==> src/rtl/cp0.sv <==
// cp0: coprocessor-0 exception/interrupt control with SR, Cause, EPC and PRId registers
module cp0 #(
  parameter logic [31:0] PRID = 32'h0000_2019
) (
  input  logic        CP0_i_Clk,
  input  logic        CP0_i_Rst_n,
  input  logic        CP0_i_Valid,
  input  logic [4:0]  CP0_i_ExcCode,
  input  logic [31:0] CP0_i_PC,
  input  logic        CP0_i_BD,
  input  logic [5:0]  CP0_i_HWInt,
  input  logic        CP0_i_WE,
  input  logic [4:0]  CP0_i_Addr,
  input  logic [31:0] CP0_i_WData,
  input  logic        CP0_i_EXLClr,
  output logic [31:0] CP0_o_RData,
  output logic [31:0] CP0_o_EPC,
  output logic        CP0_o_IntReq
);
  logic [5:0]  im, ip;
  logic        exl, ie, bd;
  logic [4:0]  exc_code;
  logic [31:0] epc, sr, cause, pc_al;
  logic        int_pend, exc_pend, int_req, wr_sr, wr_epc;

  assign int_pend = ie & |(CP0_i_HWInt & im);
  assign exc_pend = CP0_i_Valid & (CP0_i_ExcCode != 5'd0);
  assign int_req  = ~exl & ~CP0_i_EXLClr & (int_pend | exc_pend);
  assign wr_sr    = CP0_i_WE & (CP0_i_Addr == 5'd12);
  assign wr_epc   = CP0_i_WE & (CP0_i_Addr == 5'd14);
  assign pc_al    = {CP0_i_PC[31:2], 2'b00};
  assign sr       = {16'b0, im, 8'b0, exl, ie};
  assign cause    = {bd, 15'b0, ip, 3'b0, exc_code, 2'b00};

  assign CP0_o_IntReq = int_req;
  assign CP0_o_EPC    = epc;

  // mfc0 read mux shows pre-edge register values
  always_comb begin
    CP0_o_RData = (CP0_i_Addr == 5'd12) ? sr :
                  (CP0_i_Addr == 5'd13) ? cause :
                  (CP0_i_Addr == 5'd14) ? epc :
                  (CP0_i_Addr == 5'd15) ? PRID : 32'd0;
  end

  // IP mirrors the hardware interrupt lines every cycle, regardless of EXL
  always_ff @(posedge CP0_i_Clk or negedge CP0_i_Rst_n) begin
    if (!CP0_i_Rst_n) ip <= 6'd0;
    else              ip <= CP0_i_HWInt;
  end

  // exception entry beats mtc0; eret clears EXL even when SR is written the same cycle
  always_ff @(posedge CP0_i_Clk or negedge CP0_i_Rst_n) begin
    if (!CP0_i_Rst_n) begin
      im       <= 6'd0;
      exl      <= 1'b0;
      ie       <= 1'b0;
      bd       <= 1'b0;
      exc_code <= 5'd0;
      epc      <= 32'd0;
    end else if (int_req) begin
      exl      <= 1'b1;
      bd       <= CP0_i_BD;
      exc_code <= int_pend ? 5'd0 : CP0_i_ExcCode;
      epc      <= CP0_i_BD ? pc_al - 32'd4 : pc_al;
    end else begin
      if (wr_sr) begin
        im <= CP0_i_WData[15:10];
        ie <= CP0_i_WData[0];
      end
      exl <= CP0_i_EXLClr ? 1'b0 : wr_sr ? CP0_i_WData[1] : exl;
      if (wr_epc) epc <= CP0_i_WData;
    end
  end
endmodule

==> config.mk <==
export PLATFORM = sky130hd
export DESIGN_NAME = cp0
export DESIGN_NICKNAME = d
export VERILOG_FILES = /design/src/rtl/cp0.sv
export SDC_FILE = /design/constraint.sdc
export NUM_CORES = 1
export LEC_CHECK = 0
export ABC_AREA = 1
export ABC_CLOCK_PERIOD_IN_PS = 1740
export BUFFER_PORTS_ARGS = -buffer_cell sky130_fd_sc_hd__buf_2
export CORE_ASPECT_RATIO = 0.75
export CORE_MARGIN = 2
export CORE_UTILIZATION = 40
export CTS_CLUSTER_SIZE = 10
export DETAILED_ROUTE_END_ITERATION = 16
export PLACE_DENSITY = 0.79
export RECOVER_POWER = 25
export SLEW_MARGIN = 20
export SYNTH_ARGS = -nofsm -noshare
export SYNTH_HDL_FRONTEND = slang
export SYNTH_SLANG_ARGS = --single-unit
==> constraint.sdc <==
create_clock -name CP0_i_Clk -period 1.74 [get_ports CP0_i_Clk]
set_clock_uncertainty 0.1 [all_clocks]
set_input_delay 0.174 -clock CP0_i_Clk [delete_from_list [all_inputs] [get_ports CP0_i_Clk]]
set_output_delay 0.174 -clock CP0_i_Clk [all_outputs]
set_load 0.01 [all_outputs]
# --- Word-level counts from Yosys, hierarchy flattened ---
# Cells that the tools add are included.
op_classes:
  addsub: 1
  bitwise_logic: 11
  eq_ne: 4
  n_mux: 11
  reduce_logical: 5
ops:
  columns: ["op", "n"]
  rows:
  - ["32-bit two-way mux", 6]
  - ["32-bit by 3-bit subtractor with 32-bit output (second input constant)", 1]
  - ["5-bit by 4-bit == test with 1-bit output (second input constant)", 4]
  - ["14-bit two-way mux", 1]
  - ["1-bit AND", 6]
  - ["6-bit AND", 1]
  - ["6-bit OR reduction", 1]
  - ["5-bit two-way mux", 1]
  - ["5-bit nonzero test", 1]
  - ["1-bit two-way mux", 3]
  - ["1-bit inverter", 3]
  - ["3-bit nonzero test", 1]
  - ["2-bit AND reduction", 1]
  - ["2-bit nonzero test", 1]
  - ["1-bit OR", 1]
word_totals:
  inputBits: 86
  ff_bits: 52
  elab_cells: 39
  out_inout_bits: 65

# --- Logic depth before layout (Yosys ltp) ---
logic_depth:
  ltp_word: 7
  mapped_depth: 14

# --- Least setup slack after synthesis ---
# OpenSTA, ideal clock, no wires.
synth_timing:
  path_type: "register to register"
  start: "register im[2]"
  end: "register im[1]"
  slack_ns: 0.281
  n_path_buf: 1
  required_ns: 1.523
  period_less_slack_ns: 1.459
  t_arrival_ns: 1.242
  path_stages_with_launch: 12
  setup_time_ns: 0.117
  path_cell_list: "dfrtp_1 > nand2_1 > nand2_1 > nor2_1 > nand2_1 > nand2_4 > nand2_4 > nand2_8 > nand2_1 > buf_4 > nand2_1 > o21ai_2"
synth_via:
  elab_chain_len: 7
synth_lines:
  columns: ["item", "line", "rtl"]
  rows:
  - ["start, declared", "20", "logic [5:0] im, ip;"]
  - ["start signal, assigned", "68", "im <= CP0_i_WData[15:10];"]
  - ["6-bit AND", "26", "assign int_pend = ie & |(CP0_i_HWInt & im);"]
  - ["6-bit OR reduction", "26", null]
  - ["1-bit AND", "26", null]
  - ["1-bit OR", "28", "assign int_req = ~exl & ~CP0_i_EXLClr & (int_pend | exc_pend);"]
  - ["1-bit AND", "28", null]
  - ["1-bit inverter (no source line)", null, null]
  - ["2-bit AND reduction (no source line)", null, null]
# Every way passes these cells.
# A chain may end at the register's enable or synchronous reset.

# --- Worst setup path after layout ---
layout_timing:
  start: "register im[5]"
  end: "output CP0_o_IntReq"
layout_via:
  elab_chain_len: 5
layout_lines:
  columns: ["item", "line", "rtl"]
  rows:
  - ["6-bit AND", "26", null]
  - ["6-bit OR reduction", "26", null]
  - ["1-bit AND", "26", null]
  - ["1-bit OR", "28", null]
  - ["1-bit AND", "28", null]
  - ["end, declared", "18", "output logic CP0_o_IntReq"]
# Every way passes these cells.

==> results.cfg <==
[outcome]
status = finished, final reports clean

[power]
p_leak_nw = 2.87
pwr_density_cell_nw_per_um2 = 752
peakVddDrop_mv = 0.371
finalPower_w = 0.00381

[synth]
seq_area_frac_synth_pct = 35.2
synthesis.nets = 658
netlist_area_um2 = 3690
syn_avg_cell_area_um2 = 6.47
synth_cell_types = 33
synth_seq_cells = 52
synth-warning-count = 0
synthCells = 571

[worst_setup_path]
crit_slowest_cell = dfrtp_1
crit_path_start_kind = flip-flop
critical-path-max-stage-delay_ns = 0.40
critical_path.endpoint = CP0_o_IntReq
crit_chain = nand2_1, nand2_1, nor2_1, nand2_2, nand2_4, nand2_4, nand2_8, inv_16, buf_6
startpoint = im[5]
reg2reg_depth = 13
reg2reg_to = CP0_o_EPC[0]
crit_required_ns = 1.47
critPathMaxFanout = 6
worstSetupEndpointType = output pin
reg2reg_slack_ns = 0.06
cp.arrival_ns = 1.43
reg2reg_from = im[5]
criticalPathCategory = flip-flop to output pin

[clock_network]
cts_buffers = 5
htree_levels = 2
tritoncts = built
clkTransAtPathRegs_ns = 0.07
clock_latency_ns = 0.30
ctsLongestPathBuffers = 2
cts_sinks = 52
cts-root-buf = clkbuf_16

[floorplanning]
ios = 151
start_util_pct = 41.0
die-height_um = 87.2
rows = 30
dieArea_um2 = 10000
core-area_um2 = 9010
die_x_um = 115

[sta]
rsz0062_at_grt = true
fmax_mhz = 588
maxSlewHeadroom_pct = 52.2
fin_crit_ns = 1.70
worst_pin_slew_ns = 0.717
slew_viol_final = 0
setup_violations = 0
hold_viol = 0
period_share_pct = 97.8

[layout]
area_delta_synth_final_pct = 37.2
final-instance-count-excl-fill = 866
antenna_cells = 0
nets = 840
postLayoutCellArea_um2 = 5070
final_cell_mix = nand2_1, buf_2, nor2_1
drive_gt1_share_pct = 29.4
postLayoutCoreUtil_pct = 56.3
final_common_cell = nand2_1

[placed_design]
dp_hpwl_um = 9340
place_area_um2 = 4620
placedCellCount = 833
port-buffer-count = 148
gp_congestion = 0.946

[flow_run]
maxCapViolations = 0

[global_route]
grt_pass1_vias = 3767
grt.overflow.total = 0
track_usage_pct = 23.8
grt_pass1_wl_um = 18700
antenna_found_initial = 0
grt_max_degree = 53

[detailed_routing]
via_per_inst = 4.89
wl_um = 11900
wire_per_inst_um = 13.8
drt_iter0_markers = 327
ant_nets = 0
drt_pass1_iterations = 5
drc_errors = 0
vias = 4239

[hold_path]
hold_class = primary input to flip-flop
## power breakdown
group | total (W) | internal, W | switching, W
Sequential | 0.00162 | 0.00144 | 0.000178
Clock | 0.00102 | 0.000546 | 0.000471
Combinational | 0.00117 | 0.000502 | 0.000670
Total | 0.00381 | 0.00249 | 0.00132
## routing by layer
layer	vias up	part of all wire, %	track usage (%)
li1	2134	-	-
met1	1913	48	35.2
met3	10	8.1	3.76
met5	-	0	0
met4	0	0.81	4.38
met2	182	43	37.3
## registers in the layout (all words and copies together), names as in the netlist
| register | count |
|---|---|
| ie | 1 |
| bd | 1 |
| CP0_o_EPC | 32 |
| im | 6 |
| exl | 1 |
| exc_code | 5 |
| ip | 6 |
## cell families (layout without fill, tap and decap cells)
logic type / Yosys count / after routing / share of synthesized area (%)
AND/OR/NAND/NOR: 369 / 369 / 42.7
XOR/XNOR: 15 / 15 / 3.56
buffers and inverters: 84 / 267 / 10.4
AO/OA/AOI/OAI: 50 / 50 / 7.72
flip-flops: 52 / 52 / 35.2
adder cells (fa/ha/maj): 1 / 1 / 0.339
## worst min path at each step
stage | start | to | slack (ns) | cells past startpoint
6_report | CP0_i_WData[14] | im[4] | 0.04 | 3
2_1_floorplan | CP0_i_Rst_n | CP0_o_EPC[0] | -0.22 | 0
4_1_cts | CP0_i_WData[1] | CP0_o_EPC[1] | 0.04 | 3
3_3_place_gp | CP0_i_Rst_n | ip[0] | 0.09 | 2
3_5_place_dp | CP0_i_Rst_n | ip[5] | 0.09 | 2
5_1_grt | CP0_i_WData[1] | CP0_o_EPC[1] | 0.05 | 3
## through the flow
stage	setup slack, ns	hold slack (ns)	setup TNS [ns]
finish	0.0382	0.0443	0
detailed placement	0.0332	0.0928	0
floorplan	0.281	-0.222	0
global placement	0.0807	0.0910	0
CTS	-0.00564	0.0363	-0.00564
global route	-0.0402	0.0545	-0.153
## area by class of cell
class                           instances  area (um2)
Timing Repair inverter                  1        8.76
Tap cell                              112         140
Clock buffer                            5         125
Sequential cell                        52        1300
Timing Repair Buffer                  188        1140
Inverter                               70         293
Clock inverter                          3        27.5
Multi-Input combinational cell        435        2030
Fill cell                             925        3940
## synthesized netlist by cell type (all sizes together)
cell type  instances  area (um2)
nand2            241         958
nor2              77         319
inv               68         260
dfrtp             52        1300
o21ai             41         224
nand3             35         180
buf               14         116
xor2              14         123
nand4              8        50.1
nor3               5        47.5
a21oi              3        15.0
o21bai             3        22.5
a22o               2        17.5
clkinv             2        8.75
nand3b             2        15.0
ha                 1        12.5
nor3b              1        7.51
o22ai              1        6.26
xnor2              1        8.76
## repair_timing
action / 4_1_cts / 5_1_grt
hold buffers: 7 / 0
endpoints found under the setup margin: 1 / 36
pin swaps: 2 / 12
gates resized for setup: 6 / 23
gates cloned: 1 / 2
hold endpoints to repair: 58 / 0
buffers inserted: 6 / 9
## critical path: cells and delay by family, from the launching register on
kind / cells / cell delay, ns
DFF: 1 / 0.40
buffers and inverters: 2 / 0.15
and+or+nand+nor: 7 / 0.57
Power figures use the tool's default switching activity.
